[src/rtl/object_spawn_scheduler.sv]
// rtl/object_spawn_scheduler.sv - round-robin allocator loading spawn descriptors into object controller slots
// Latches one descriptor, picks a free slot from rr_ptr, pulses its sync line low, then waits for the slot to go busy.
module object_spawn_scheduler #(
  parameter int NUM_SLOTS   = 8,
  parameter int SLOT_BITS   = 3,
  parameter int LOAD_CYCLES = 2,
  parameter int ACK_TIMEOUT = 16
) (
  input  logic                 clk_object_control,
  input  logic                 reset,
  input  logic                 spawn_valid,
  output logic                 spawn_ready,
  input  logic [2:0]           spawn_direction,
  input  logic [9:0]           spawn_pos_x,
  input  logic [9:0]           spawn_pos_y,
  input  logic [9:0]           spawn_w,
  input  logic [9:0]           spawn_h,
  input  logic [4:0]           spawn_speed,
  input  logic [7:0]           spawn_destroy_time,
  input  logic [1:0]           spawn_destroy_trigger,
  input  logic [NUM_SLOTS-1:0] slot_free,
  output logic [NUM_SLOTS-1:0] slot_sync,
  output logic [2:0]           cfg_direction,
  output logic [9:0]           cfg_pos_x,
  output logic [9:0]           cfg_pos_y,
  output logic [9:0]           cfg_w,
  output logic [9:0]           cfg_h,
  output logic [4:0]           cfg_speed,
  output logic [7:0]           cfg_destroy_time,
  output logic [1:0]           cfg_destroy_trigger,
  output logic [SLOT_BITS:0]   active_slot_count,
  output logic [SLOT_BITS-1:0] last_slot,
  output logic                 load_error
);

  typedef enum logic [1:0] {IDLE, SEARCH, LOAD, WAIT_ACK} state_t;

  state_t               state, state_next;
  logic [SLOT_BITS-1:0] rr_ptr, sel, scan_idx, scan_sel;
  logic                 scan_found;
  logic [7:0]           cnt;
  logic [SLOT_BITS:0]   busy_count;
  logic                 accept, load_done, ack_seen, ack_timeout;

  assign accept      = (state == IDLE) && spawn_valid && spawn_ready;
  assign load_done   = (state == LOAD) && (cnt == 8'(LOAD_CYCLES - 1));
  assign ack_seen    = !slot_free[sel];
  assign ack_timeout = (cnt == 8'(ACK_TIMEOUT - 1));

  // First free slot at or after rr_ptr, wrapping modulo NUM_SLOTS.
  always_comb begin
    scan_found = 1'b0;
    scan_sel   = rr_ptr;
    scan_idx   = rr_ptr;
    for (int i = 0; i < NUM_SLOTS; i++) begin
      scan_idx = rr_ptr + SLOT_BITS'(i);
      if (!scan_found && slot_free[scan_idx]) begin
        scan_found = 1'b1;
        scan_sel   = scan_idx;
      end
    end
  end

  always_comb begin
    busy_count = '0;
    for (int i = 0; i < NUM_SLOTS; i++) begin
      if (!slot_free[i]) busy_count = busy_count + {{SLOT_BITS{1'b0}}, 1'b1};
    end
  end

  always_ff @(posedge clk_object_control or negedge reset) begin
    if (!reset) state <= IDLE;
    else        state <= state_next;
  end

  always_comb begin
    state_next = state;
    case (state)
      IDLE:     if (accept) state_next = SEARCH;
      SEARCH:   if (scan_found) state_next = LOAD;
      LOAD:     if (load_done) state_next = WAIT_ACK;
      WAIT_ACK: if (ack_seen || ack_timeout) state_next = IDLE;
      default:  state_next = IDLE;
    endcase
  end

  // cnt times the sync pulse in LOAD and the ack window in WAIT_ACK; cleared on entry to each.
  always_ff @(posedge clk_object_control or negedge reset) begin
    if (!reset) begin
      spawn_ready         <= 1'b0;
      slot_sync           <= '1;
      cfg_direction       <= '0;
      cfg_pos_x           <= '0;
      cfg_pos_y           <= '0;
      cfg_w               <= '0;
      cfg_h               <= '0;
      cfg_speed           <= '0;
      cfg_destroy_time    <= '0;
      cfg_destroy_trigger <= '0;
      active_slot_count   <= '0;
      last_slot           <= '0;
      rr_ptr              <= '0;
      sel                 <= '0;
      cnt                 <= '0;
      load_error          <= 1'b0;
    end else begin
      active_slot_count <= busy_count;
      spawn_ready       <= (state == IDLE) && !accept && (|slot_free);
      if (accept) begin
        cfg_direction       <= spawn_direction;
        cfg_pos_x           <= spawn_pos_x;
        cfg_pos_y           <= spawn_pos_y;
        cfg_w               <= spawn_w;
        cfg_h               <= spawn_h;
        cfg_speed           <= spawn_speed;
        cfg_destroy_time    <= spawn_destroy_time;
        cfg_destroy_trigger <= spawn_destroy_trigger;
      end
      case (state)
        SEARCH: begin
          if (scan_found) begin
            sel       <= scan_sel;
            slot_sync <= ~({{(NUM_SLOTS-1){1'b0}}, 1'b1} << scan_sel);
            cnt       <= '0;
          end
        end
        LOAD: begin
          if (load_done) begin
            slot_sync <= '1;
            last_slot <= sel;
            rr_ptr    <= sel + SLOT_BITS'(1);
            cnt       <= '0;
          end else begin
            cnt <= cnt + 8'd1;
          end
        end
        WAIT_ACK: begin
          cnt <= cnt + 8'd1;
          if (!ack_seen && ack_timeout) load_error <= 1'b1;
        end
        default: ;
      endcase
    end
  end

endmodule

[config.mk]
export PLATFORM = sky130hd
export DESIGN_NAME = object_spawn_scheduler
export DESIGN_NICKNAME = d
export VERILOG_FILES = /design/src/rtl/object_spawn_scheduler.sv
export SDC_FILE = /design/constraint.sdc
export NUM_CORES = 1
export LEC_CHECK = 0
export BUFFER_PORTS_ARGS = -buffer_cell sky130_fd_sc_hd__buf_2
export CORE_AREA = 5 5 152 154
export CTS_CLUSTER_DIAMETER = 80
export DETAILED_ROUTE_END_ITERATION = 10
export DIE_AREA = 0 0 157 159
export PLACE_DENSITY = 0.47
export SYNTH_ARGS = -nofsm -noshare
export SYNTH_HDL_FRONTEND = slang
export SYNTH_SLANG_ARGS = --single-unit
export TNS_END_PERCENT = 10
[constraint.sdc]
create_clock -name clk_object_control -period 9 [get_ports clk_object_control]
set_input_delay 0.45 -clock clk_object_control [delete_from_list [all_inputs] [get_ports clk_object_control]]
set_output_delay 0.45 -clock clk_object_control [all_outputs]
set_load 0.02 [all_outputs]
== Word-level counts from Yosys, hierarchy flattened ==
Index checks and enable logic that the tools add are counted.
Word-level totals
  bits in registers: 91
  memories kept: 0
  RAM bits: 0
  bits in latches: 0
  output and inout bits: 75
  ROM bits: 0
  bits of input ports: 69
  logic and storage cells: 138
Cells by class
  shift-type cells: 1
  add/subtract/negate cells: 16
  divide/modulo/power cells: 0
  bitwise logic cells: 1
  equality and inequality tests: 9
  reductions and logical operators: 33
  order comparisons: 9
  multiply operators: 0
  multiplexer cells: 52
Operators by type and width (number)
  3-bit by 4-bit < comparator with 1-bit output (second input constant): 9
  8-bit 2-to-1 mux: 4
  4-bit by 1-bit adder with 4-bit output (second input constant): 7
  4-bit 2-to-1 mux: 7
  1-bit binary-select mux with 3-bit select: 9
  8-bit case mux with 3 select lines: 1
  3-bit 2-to-1 mux: 7
  1-bit 2-to-1 mux: 18
  8-bit case mux with 2 select lines: 1
  1-bit logical AND: 13
  3-bit adder (second input constant): 4
  1-bit zero test: 9
  8-bit by 1-bit adder with 8-bit output (second input constant): 1
  8-bit by 1-bit == test with 1-bit output (second input constant): 1
  8-bit by 4-bit == test with 1-bit output (second input constant): 1
  2-bit 2-to-1 mux: 4
  2-bit inequality test (second input constant): 4
  8-bit NOT: 1
  2-bit case mux with 4 select lines: 1
  2-bit AND reduction: 4
  8-bit OR reduction: 1
  1-bit by 3-bit << shifter with 8-bit output (first input constant): 1
  3-bit by 1-bit adder with 3-bit output (second input constant): 2
  3-bit by 2-bit adder with 3-bit output (second input constant): 2
  other kinds (8): 9

== Depth between registers and ports, before layout ==
Gate-level depths: netlist (run 1).
  depth after elaboration: 28
  depth in mapped cells: 16
  gate-level depth less buffers: 16

== Least setup slack after synthesis (run 1) ==
Ideal clock, no wire load.
  path type: reg2reg
  from: reg rr_ptr[0]
  to: reg cnt[5]
  path buffers: 4
  arrival time: 3.411 ns
  path slack: 5.511 ns
  cell stages (with the launch flop): 13
  setup time: 0.077 ns
  path through: dfrtp_1 -> buf_6 -> buf_12 -> buf_4 -> inv_1 -> ha_1 -> clkbuf_1 -> mux4_2 -> a32oi_4 -> or4_4 -> o21ai_4 -> or4_1 -> a21oi_1
On the way
  longest elaborated chain between the ends: 26
  elaborated cells on any way between the ends: 47
  those cells by class: add/sub (7); eq/ne (1); mux (24); reduce/logical (15)
Ends and longest elaborated chain
  start: declaration: RTL line 39  | logic [SLOT_BITS-1:0] rr_ptr, sel, scan_idx, scan_sel;
  start signal: assignment: RTL line 131  | rr_ptr <= sel + SLOT_BITS'(1);
  branches (longest 23 deep; another with 3-bit by 1-bit adder with 3-bit output)
  1-bit 2-to-1 mux *: RTL line 57  | if (!scan_found && slot_free[scan_idx]) begin
  2-bit inequality test (no line) *
  2-bit AND reduction (no line) *
  end signal: assignment: RTL line 134  | cnt <= cnt + 8'd1;
  end signal: assignment: RTL line 138  | cnt <= cnt + 8'd1;
  end: declaration: RTL line 41  | logic [7:0] cnt;
Mark *: on every way between the ends. The select of a mux whose other input is x is not followed.
A chain may end at the register's enable or synchronous reset.

== Worst setup path after layout (run 1) ==
  from: reg rr_ptr[1]
  to: reg cnt[4]
Same word-level chain as after synthesis.

==> results of run 1 <==
-- worst max-delay path, delay by kind of cell (launching register included) --
family                     cells  cell delay [ns]
AOI/OAI and AO/OA              2             0.83
adders and majority gates      1             0.74
buffers and inverters          1             0.36
DFF                            1             0.60
muxes                          1             0.63
and+or+nand+nor                3             0.66
-- cells in the final DEF, fill, tap and decap left out, drive strengths merged, types with 2 or more instances in the layout --
cell    count
o221a       2
a311oi      2
nand4b      2
nor3       10
nand3       9
o21bai      4
clkinv      3
or2         7
mux2i      13
clkbuf      9
nand2      24
xnor2      19
o311ai      2
or4         4
buf       146
mux4       15
mux2       71
dfstp       8
xor2        5
o21ai       9
nor2b      12
and2        3
o31ai       4
a211oi      4
nand4       4
ha         18
a31oi      14
o21a        2
nor4        3
a21oi      12
inv        16
nand2b      4
o31a        2
nand3b      2
o22ai       2
dfrtp      83
nor2       25
-- metal layers --
metal  vias to the layer above  track usage (%)  part of all wire (%)
li1                       1934                -                     -
met5                         -                0                     0
met4                         0            3.274                   1.6
met3                        14            2.256                   7.2
met2                       123            17.94                    48
met1                      1966            13.14                    43
-- area by class of cell --
cell class                      instances  area (sq um)
Fill cell                            2228         14970
Multi-Input combinational cell        326          2863
Sequential cell                        91          2287
Timing Repair Buffer                  147         750.7
Tap cell                              280         350.3
Clock buffer                            9         225.2
Clock inverter                          7         58.81
Inverter                               13         48.80
-- cells by family after synthesis --
| logic type | count (synthesis) |
|---|---|
| AO/OA/AOI/OAI | 72 |
| multiplexers | 99 |
| AND/OR/NAND/NOR | 113 |
| flip-flops | 91 |
| buffers and inverters | 34 |
| XOR/XNOR | 24 |
| adder cells (fa/ha/maj) | 18 |
-- metrics by stage --
step | hold WS, ns | setup slack (ns) | util (%)
after floorplan | 0.1544 | 5.511 | -
final | 0.3355 | 5.047 | 30.55
after global routing | 0.3267 | 4.666 | 30.55
after detailed placement | 0.2934 | 5.083 | 29.18
after global placement | 0.2933 | 5.241 | 29.18
after CTS | 0.3203 | 5.068 | 30.55
-- worst max path at each step --
stage,slack [ns],startpoint,depth (start not counted),endpoint
3_5_place_dp,5.08,rr_ptr[1]$_DFFE_PN0P_,8,cnt[4]$_DFFE_PN0P_
4_1_cts,5.07,rr_ptr[1]$_DFFE_PN0P_,8,cnt[4]$_DFFE_PN0P_
2_1_floorplan,5.51,rr_ptr[0]$_DFFE_PN0P_,12,cnt[5]$_DFFE_PN0P_
5_1_grt,4.67,rr_ptr[1]$_DFFE_PN0P_,7,slot_sync[2]$_DFFE_PN1P_
6_report,5.05,rr_ptr[1]$_DFFE_PN0P_,8,cnt[4]$_DFFE_PN0P_
3_3_place_gp,5.24,slot_free[0],15,active_slot_count[2]$_DFF_PN0_
-- flip-flops by register name, indices dropped and copies added (netlist names), 3 cells and up --
name / count
cfg_speed: 5
cfg_destroy_time: 8
cnt: 8
last_slot: 3
sel: 3
active_slot_count: 4
cfg_direction: 3
slot_sync: 8
cfg_pos_y: 10
cfg_h: 10
rr_ptr: 3
cfg_w: 10
cfg_pos_x: 10
-- report_power, final --
part / total (uW) / switching (uW) / internal [uW]
sequential: 712 / 114 / 598
combinational: 1400 / 815 / 585
clock: 358 / 166 / 192
-- repair_timing --
action | 4_1_cts | 5_1_grt
hold buffers | 1 | 0
setup endpoints to repair | 0 | 0
hold endpoints to repair | 11 | 0
gates resized for setup | 0 | 0
==> impl_metrics.ini, run 1 <==
[synthesis]
post_synth.cell_area_avg_sq_um = 11.76
syn_nets = 538
synthSimpleGateAreaFrac_pct = 11.23
synth_area_leaders = dfrtp_1 (39%), mux2_2 (15%), mux4_2 (5.5%), ha_1 (4.2%), dfstp_2 (4.0%)
netlist-cell-type-count = 66
synthXorXnorAreaFrac_pct = 3.964
synth_edf_count = 0
synth_adder_area_share_pct = 4.247
synth_top_family_by_area = multiplexers
synth_top_cell_area_share_pct = 39.17
yosysMostFrequentCell = dfrtp_1
yosysSeqAreaShare_pct = 43.13
syn-cell-area_sq_mm = 0.005303
synth_mux_area_share_pct = 24.12
yosys-top-cells-count = dfrtp_1 (83), mux2_2 (71), nor2_1 (25)
synthFlopType = dfrtp_1
synth_cells = 451
yosysTopAreaCell = dfrtp_1
ys_async_sr_fraction_pct = 100.0
ys_warn_count = 0
synth-compound-area-share_pct = 10.34
ys_seq_elements = 91

[setup_path]
worstSetupEndpointType = register
r2r_end = cnt[4]$_DFFE_PN0P_
start_kind = register
cp_max_fo = 13
rr_worst_depth = 8
path_cells = clkinv_1, ha_1, mux4_2, a32oi_4, nor4_2, a21oi_2, nor2b_1, nor2_1
r2r_setup_slack_ns = 5.05
worst-setup-path-type = reg2reg
critPathMaxStageDelay_ns = 0.74
slowest_stage = ha_1
arrival_ns = 4.16
crit_required_ns = 9.21
reg2reg_from = rr_ptr[1]$_DFFE_PN0P_

[global_routing]
antenna_found_initial = 0
grt_pass1_wl_um = 21720
track_usage_pct = 10.48
grt_pass1_vias = 4237
grt_max_degree = 81
grt.overflow.total = 0

[clocking]
root_buffer = clkbuf_16
cts_buffer_depth = 2
clk_pin_slew_worst_paths_ns = 0.07
cts_max_level = 3
cts-buffers-inserted = 9
cts_sinks = 91
insertion_delay_ns = 0.34
cts_setup_buffers = 0
tritoncts = built

[pwr]
p_leak_uw = 0.002929
powerDensity_mw_per_mm2 = 375.2
power_uw = 2470
ir_drop_v = 0.0001077

[routing]
vias_per_cell = 4.624
drc = 0
vias = 4037
wl_per_cell_um = 15.16
wirelength_um = 13240
ant_nets = 0
drt_pass1_iterations = 4
drtIter0Drc = 235

[timing]
drv_slew = 0
final.setup.tns_ns = 0
rsz0062_at_grt = false
max_slew_margin_pct = 31.03
finalClockSkew_ns = 0.007076
fin_crit_sh_pct = 43.92
setup_viol_count_final = 0
max_freq_mhz = 253.0
tightest_slew_ns = 1.035
layout_min_cycle_time_ns = 3.953
hold_viol = 0

[worst_hold_path]
min_path_cells = 2
hp-class = in2reg
hp-start = spawn_speed[4]
hold_path_end = cfg_speed[4]$_DFFE_PN0P_

[floorplanning]
die_x_um = 157
fp.dieH_um = 159
die_area_sq_mm = 0.02496
ios = 144
row_count = 54
initial_core_util_pct = 24.60
core_area_sq_mm = 0.02155

[final_layout]
stdcell_count = 873
design_area_sq_mm = 0.006584
drive_above_1_share_pct = 45.87
syn_to_final_growth_pct = 24.16
finalNetCount = 675
antenna_cells = 0

[placed_design]
gp_congestion = 0.8365
dp_cells = 856
dp_hpwl_um = 10170
placed_cell_area_sq_mm = 0.006290
io_buffers = 143

[job]
max-cap-violations = 0

[run_status]
status = finished, final reports clean
Power figures use the tool's default switching activity.
==> inputs of run 2 (changes only) <==
ABC_AREA = 1   (was unset)
CORE_AREA = 5 5 147 149   (was 5 5 152 154)
DIE_AREA = 0 0 152 154   (was 0 0 157 159)
PLACE_DENSITY = 0.49   (was 0.47)
clock period = 3.5 ns   (was 9 ns; I/O delays follow)
==> run 2 against run 1 <==
Against the previous run:
- power grew 150%
- sequential cell count did not move
- via count increased by 0.27%
- combinational power up 140%
- area after synthesis is 6.5% lower
- sequential power is 140% higher
- cell area shrank 3.4%
- largest power group unchanged
- highest routed layer unchanged
- routed wire length is 3.8% lower
==> impl_metrics.ini, run 2 <==
[final_layout]
syn_to_final_growth_pct = 28.30
final_cell_mix = buf_2 (142), nand2_1 (118), dfrtp_1 (83), mux2_2 (58), nand3_1 (50)
finalNetCount = 774
design_area_sq_mm = 0.006359
final_common_cell = buf_2
postLayoutCoreUtil_pct = 31.73
drive_above_1_share_pct = 36.71
antenna_cells = 0

[setup_path]
r2r_setup_slack_ns = 0.60
cpMostUsedCell = nand3_1
crit_end = slot_sync[7]$_DFFE_PN1P_
worst-setup-path-type = reg2reg
rr_worst_depth = 16
worstSetupEndpointType = register
reg2reg_from = rr_ptr[0]$_DFFE_PN0P_
r2r_end = slot_sync[7]$_DFFE_PN1P_
start_kind = register
path_delay_family = simple AND/OR/NAND/NOR gates
arrival_ns = 3.18
cp_max_fo = 11
slowest_stage = dfrtp_1
path_cells = inv_2, ha_1, inv_1, nand3_1, nand3_1, o21ai_1, nor3_2, nand3_1, nand3_1, nand3_1, nand2_1, nand2_1, nor2_1, inv_1, nor2_1, nor2_1
cp.depth = 16
crit_start = rr_ptr[0]$_DFFE_PN0P_
critPathBufInv = 3
crit_required_ns = 3.78
critPathMaxStageDelay_ns = 0.40

[placed_design]
io_buffers = 143
dp_hpwl_um = 9968
placed_cell_area_sq_mm = 0.006013
gp_congestion = 0.7574
place_ws_ns = 0.2758

[clocking]
clk_pin_slew_worst_paths_ns = 0.07
cts_resized = 0
cts_buffer_depth = 2
root_buffer = clkbuf_16
postCtsHoldBufs = 1
cts_sinks = 91
cts_max_level = 3
cts-buffers-inserted = 9
cts_setup_buffers = 0
insertion_delay_ns = 0.35
tritoncts = built

[routing]
drc = 0
ant_nets = 0
drtIter0Drc = 197
wl_per_cell_um = 13.24
wirelength_um = 12740
vias_per_cell = 4.208
drt_pass1_iterations = 4
vias = 4048

[floorplanning]
core_area_sq_mm = 0.02004
row_count = 52
die_area_sq_mm = 0.02341
ios = 144
initial_core_util_pct = 24.73
die_x_um = 152
fp.dieH_um = 154

[synthesis]
synthFlopType = dfrtp_1
synth_top_cell_area_share_pct = 41.91
yosys-top-cells-count = nand2_1 (118), dfrtp_1 (83), mux2_2 (58)
post_synth.cell_area_avg_sq_um = 9.246
synth_cells = 536
netlist-cell-type-count = 44
syn_nets = 623
ys_seq_elements = 91
synth_edf_count = 0
ys_async_sr_fraction_pct = 100.0
syn-cell-area_sq_mm = 0.004956
yosysSeqAreaShare_pct = 46.15
synth_area_leaders = dfrtp_1 (42%), mux2_2 (13%), nand2_1 (8.9%), nand3_1 (5.2%), ha_1 (4.5%)
ys_warn_count = 0
yosysTopAreaCell = dfrtp_1
yosysMostFrequentCell = nand2_1

[global_routing]
grt_pass1_vias = 4023
grt_pass1_wl_um = 20600
antenna_found_initial = 0
grt.overflow.total = 0
track_usage_pct = 10.80
grt_max_degree = 50

[timing]
layout_min_cycle_time_ns = 2.898
rsz0062_at_grt = false
setup_viol_count_final = 0
max_slew_margin_pct = 57.08
max_freq_mhz = 345.0
fin_crit_sh_pct = 82.81
finalClockSkew_ns = 0.008127
hold_viol = 0
setup_ws_ns = 0.6016
tightest_slew_ns = 0.6437
drv_slew = 0
final.setup.tns_ns = 0

[pwr]
ir_drop_v = 0.0002792
power_uw = 6110
p_leak_uw = 0.003291
powerDensity_mw_per_mm2 = 960.9

[job]
max-cap-violations = 0

[run_status]
status = finished, final reports clean

[worst_hold_path]
hp-class = in2reg
[run 2: final cells by class]
cell class	count	area, sq um
fillers	2134	13680
multi-input cells	377	2404
flip-flops and latches	91	2287
repair buffers	151	780.7
well taps	270	337.8
clock buffers	10	239.0
inverters	57	214.0
clock inverters	6	96.34
[run 2: cells by family (layout without fill, tap and decap cells)]
| logic type | count (synthesis) | after routing | share of synthesized area (%) |
|---|---|---|---|
| XOR/XNOR | 18 | 18 | 3.333 |
| buffers and inverters | 68 | 224 | 5.453 |
| flip-flops | 91 | 91 | 46.15 |
| AND/OR/NAND/NOR | 232 | 232 | 21.31 |
| multiplexers | 60 | 60 | 13.61 |
| AO/OA/AOI/OAI | 49 | 49 | 5.605 |
| adder cells (fa/ha/maj) | 18 | 18 | 4.544 |
[run 2: how the worst min path moves through the flow]
| stage | start | endpoint | slack, ns | cells after the start |
|---|---|---|---|---|
| 2_1_floorplan | reset | active_slot_count[0]$_DFF_PN0_ | -0.12 | 0 |
| 3_3_place_gp | reset | cfg_h[0]$_DFFE_PN0P_ | 0.30 | 2 |
| 3_5_place_dp | reset | cfg_h[0]$_DFFE_PN0P_ | 0.29 | 2 |
| 4_1_cts | spawn_h[2] | cfg_h[2]$_DFFE_PN0P_ | 0.04 | 2 |
| 5_1_grt | spawn_pos_y[4] | cfg_pos_y[4]$_DFFE_PN0P_ | 0.05 | 2 |
| 6_report | spawn_h[2] | cfg_h[2]$_DFFE_PN0P_ | 0.05 | 2 |
[run 2: per-layer routing]
metal	global-route usage (%)	vias up	share of wire, %	routed length (um)
met1	12.88	1853	45	5683
li1	-	2084	-	-
met2	18.01	94	47	6007
met4	4.538	0	2.3	291
met5	0	-	0	0
met3	3.457	17	5.9	756
[run 2: stage by stage]
stage	instances	hold WS, ns
2_1_floorplan	536	-0.1206
3_3_place_gp	945	0.3008
3_5_place_dp	945	0.2906
4_1_cts	962	0.03654
5_1_grt	962	0.04635
6_report	962	0.04854
[run 2: where the power goes]
part / switching [uW] / internal, uW
Combinational: 2150 / 1150
Clock: 425 / 654
Sequential: 226 / 1510
[run 2: worst register-to-register path, cell delays in order (launching register included)]
cell and delay, ns:
dfrtp_1 0.40, inv_2 0.17, ha_1 0.33, inv_1 0.20, nand3_1 0.13, nand3_1 0.13
o21ai_1 0.18, nor3_2 0.33, nand3_1 0.21, nand3_1 0.14, nand3_1 0.07, nand2_1 0.06
nand2_1 0.12, nor2_1 0.16, inv_1 0.05, nor2_1 0.11, nor2_1 0.05
==> inputs of run 3 (changes only) <==
clock period = 2.45 ns   (was 3.5 ns; I/O delays follow)
==> run 3 against run 2 <==
Against the previous run:
- the run now ends with setup timing left
- global-route usage is 0.38 points higher
- via count is 6.2% higher
- worst setup slack worse by 0.61 ns
- clock-buffer cell count is 1 higher
- core utilization is 4.0 points higher
- final cell count is 6.8% higher
- non-clock buffer count is 66 higher
- critical path depth stayed put
- combinational power is 91% higher
- clock skew is 0.0031 ns lower
- fmax is 18% higher
- highest routed layer unchanged
- critical endpoint is now slot_sync[1]$_DFFE_PN1P_
- routed wire length is 4.9% higher
==> impl_metrics.ini, run 3 (synthesis gave the netlist of run 2 again) <==
[setup_path]
arrival_ns = 2.73
reg2reg_from = rr_ptr[1]$_DFFE_PN0P_
worst-setup-path-type = reg2reg
start_kind = register
crit_required_ns = 2.72
rr_worst_depth = 16
worstSetupEndpointType = register
cp_max_fo = 6
r2r_end = slot_sync[1]$_DFFE_PN1P_
r2r_setup_slack_ns = -0.005

[floorplanning]
row_count = 52
core_area_sq_mm = 0.02004
die_x_um = 152
ios = 144
initial_core_util_pct = 24.73
fp.dieH_um = 154
die_area_sq_mm = 0.02341

[timing]
layout_min_cycle_time_ns = 2.455
setup_ws_ns = -0.004635
finalClockSkew_ns = 0.005003
setup_viol_count_final = 2
max_slew_margin_pct = 66.44
hold_viol = 0
final.setup.tns_ns = -0.005714
drv_slew = 0
fin_crit_sh_pct = 100.2
tightest_slew_ns = 0.4996
rsz0062_at_grt = true
max_freq_mhz = 407.4

[clocking]
tritoncts = built
root_buffer = clkbuf_16
cts-buffers-inserted = 9
cts_buffer_depth = 2
cts_sinks = 91
insertion_delay_ns = 0.33
cts_max_level = 3
clk_pin_slew_worst_paths_ns = 0.07

[global_routing]
grt_pass1_vias = 4282
track_usage_pct = 11.19
grt_max_degree = 64
antenna_found_initial = 0
grt.overflow.total = 0
grt_pass1_wl_um = 21780

[worst_hold_path]
hold_path_end = cfg_destroy_time[5]$_DFFE_PN0P_
hp-start = spawn_destroy_time[5]
min_path_cells = 2
hp-class = in2reg

[routing]
drt_pass1_iterations = 4
vias = 4300
ant_nets = 0
drtIter0Drc = 149
wl_per_cell_um = 13.01
drc = 0
vias_per_cell = 4.187
wirelength_um = 13370

[job]
max-cap-violations = 0

[pwr]
p_leak_uw = 0.003636
power.internal_uw = 5631
p_seq_share_pct = 24.7
ir_drop_v = 0.0003837
powerDensity_mw_per_mm2 = 1422
power.net_switching_uw = 4553
combPwrFrac_pct = 61.8
switching_share_pct = 44.70
power_uw = 10180
power_frac_clock_pct = 13.5

[final_layout]
antenna_cells = 0
drive_above_1_share_pct = 47.95
n_fill_cell = 2083
design_area_sq_mm = 0.007159
final_common_cell = buf_2
final_cell_mix = buf_2 (142), nand2_1 (106), dfrtp_1 (80), buf_4 (65), mux2_2 (58)
syn_to_final_growth_pct = 44.46
finalNetCount = 840

[run_status]
violations = setup timing
status = complete, but fails checks

[placed_design]
placed_cell_area_sq_mm = 0.006492
dp_hpwl_um = 10460
io_buffers = 143
gp_congestion = 0.8136
-- run 3: cell count changes in the layout (fill, tap and decap cells not counted), sizes merged --
| cell | previous run | this run |
|---|---|---|
| clkinv | 3 | 4 |
| bufinv | 2 | 1 |
| dlygate4sd3 | 1 | 7 |
| inv | 57 | 55 |
| buf | 150 | 210 |
| clkbuf | 10 | 11 |
-- run 3: power groups by stage --
stage	sequential [uW]	combinational, uW	clock [uW]
after floorplan	3180	2760	0
after global placement	2530	5560	0
after detailed placement	2540	5590	0
after CTS	2510	5740	1430
after global routing	2610	6940	1490
final	2520	6300	1370
-- run 3: repair_timing --
action	in CTS	in global routing
hold endpoints to repair	32	0
resized for setup	12	47
hold buffers	7	0
setup endpoints to repair	20	24
setup buffers	0	7
pin swaps	6	17
-- run 3: per-layer routing --
layer / GRT usage, % / part of all wire, %
met1: 14.16 / 46
met3: 3.373 / 5.4
met4: 3.339 / 1.5
met5: 0 / 0
met2: 18.48 / 48
-- run 3: worst max path at each step --
stage	cells past startpoint	startpoint	slack, ns	end
6_report	16	rr_ptr[1]$_DFFE_PN0P_	-0.005	slot_sync[1]$_DFFE_PN1P_
5_1_grt	15	rr_ptr[1]$_DFFE_PN0P_	-0.15	cnt[5]$_DFFE_PN0P_
4_1_cts	18	rr_ptr[0]$_DFFE_PN0P_	-0.007	slot_sync[6]$_DFFE_PN1P_
3_5_place_dp	18	slot_free[0]	-0.37	active_slot_count[3]$_DFF_PN0_
3_3_place_gp	17	slot_free[1]	-0.29	active_slot_count[3]$_DFF_PN0_
2_1_floorplan	14	rr_ptr[0]$_DFFE_PN0P_	-0.002	cnt[7]$_DFFE_PN0P_
-- run 3: cell type report --
type	instances	area, sq um	share of cell area, %
Clock inverter	4	51.30	0.7165
Inverter	57	224.0	3.128
Tap cell	270	337.8	4.719
Clock buffer	11	242.7	3.390
Timing Repair Buffer	217	1311	18.32
Sequential cell	91	2291	32.00
Multi-Input combinational cell	377	2701	37.73
-- run 3: metrics by stage --
step	worst slack, ns	util [%]	instances	hold slack (ns)
4_1_cts	-0.006851	34.45	1020	0.0003155
6_report	-0.004635	35.73	1027	0.01542
2_1_floorplan	-0.002489	-	536	-0.1731
3_3_place_gp	-0.2932	32.40	998	0.08161
5_1_grt	-0.1519	35.73	1027	0.005452
3_5_place_dp	-0.3745	32.40	998	0.08113
-- run 3: critical path: stages, from the launching register on --
cell	delay, ns
dfrtp_2	0.45
inv_4	0.08
ha_4	0.23
inv_6	0.09
nand3_2	0.09
nand3_2	0.09
nand2_4	0.08
nor2_8	0.12
nand4_4	0.08
nor2_4	0.23
buf_6	0.13
nand4_1	0.12
o211ai_1	0.15
inv_2	0.11
or2_1	0.22
nand2_1	0.07
inv_1	0.04
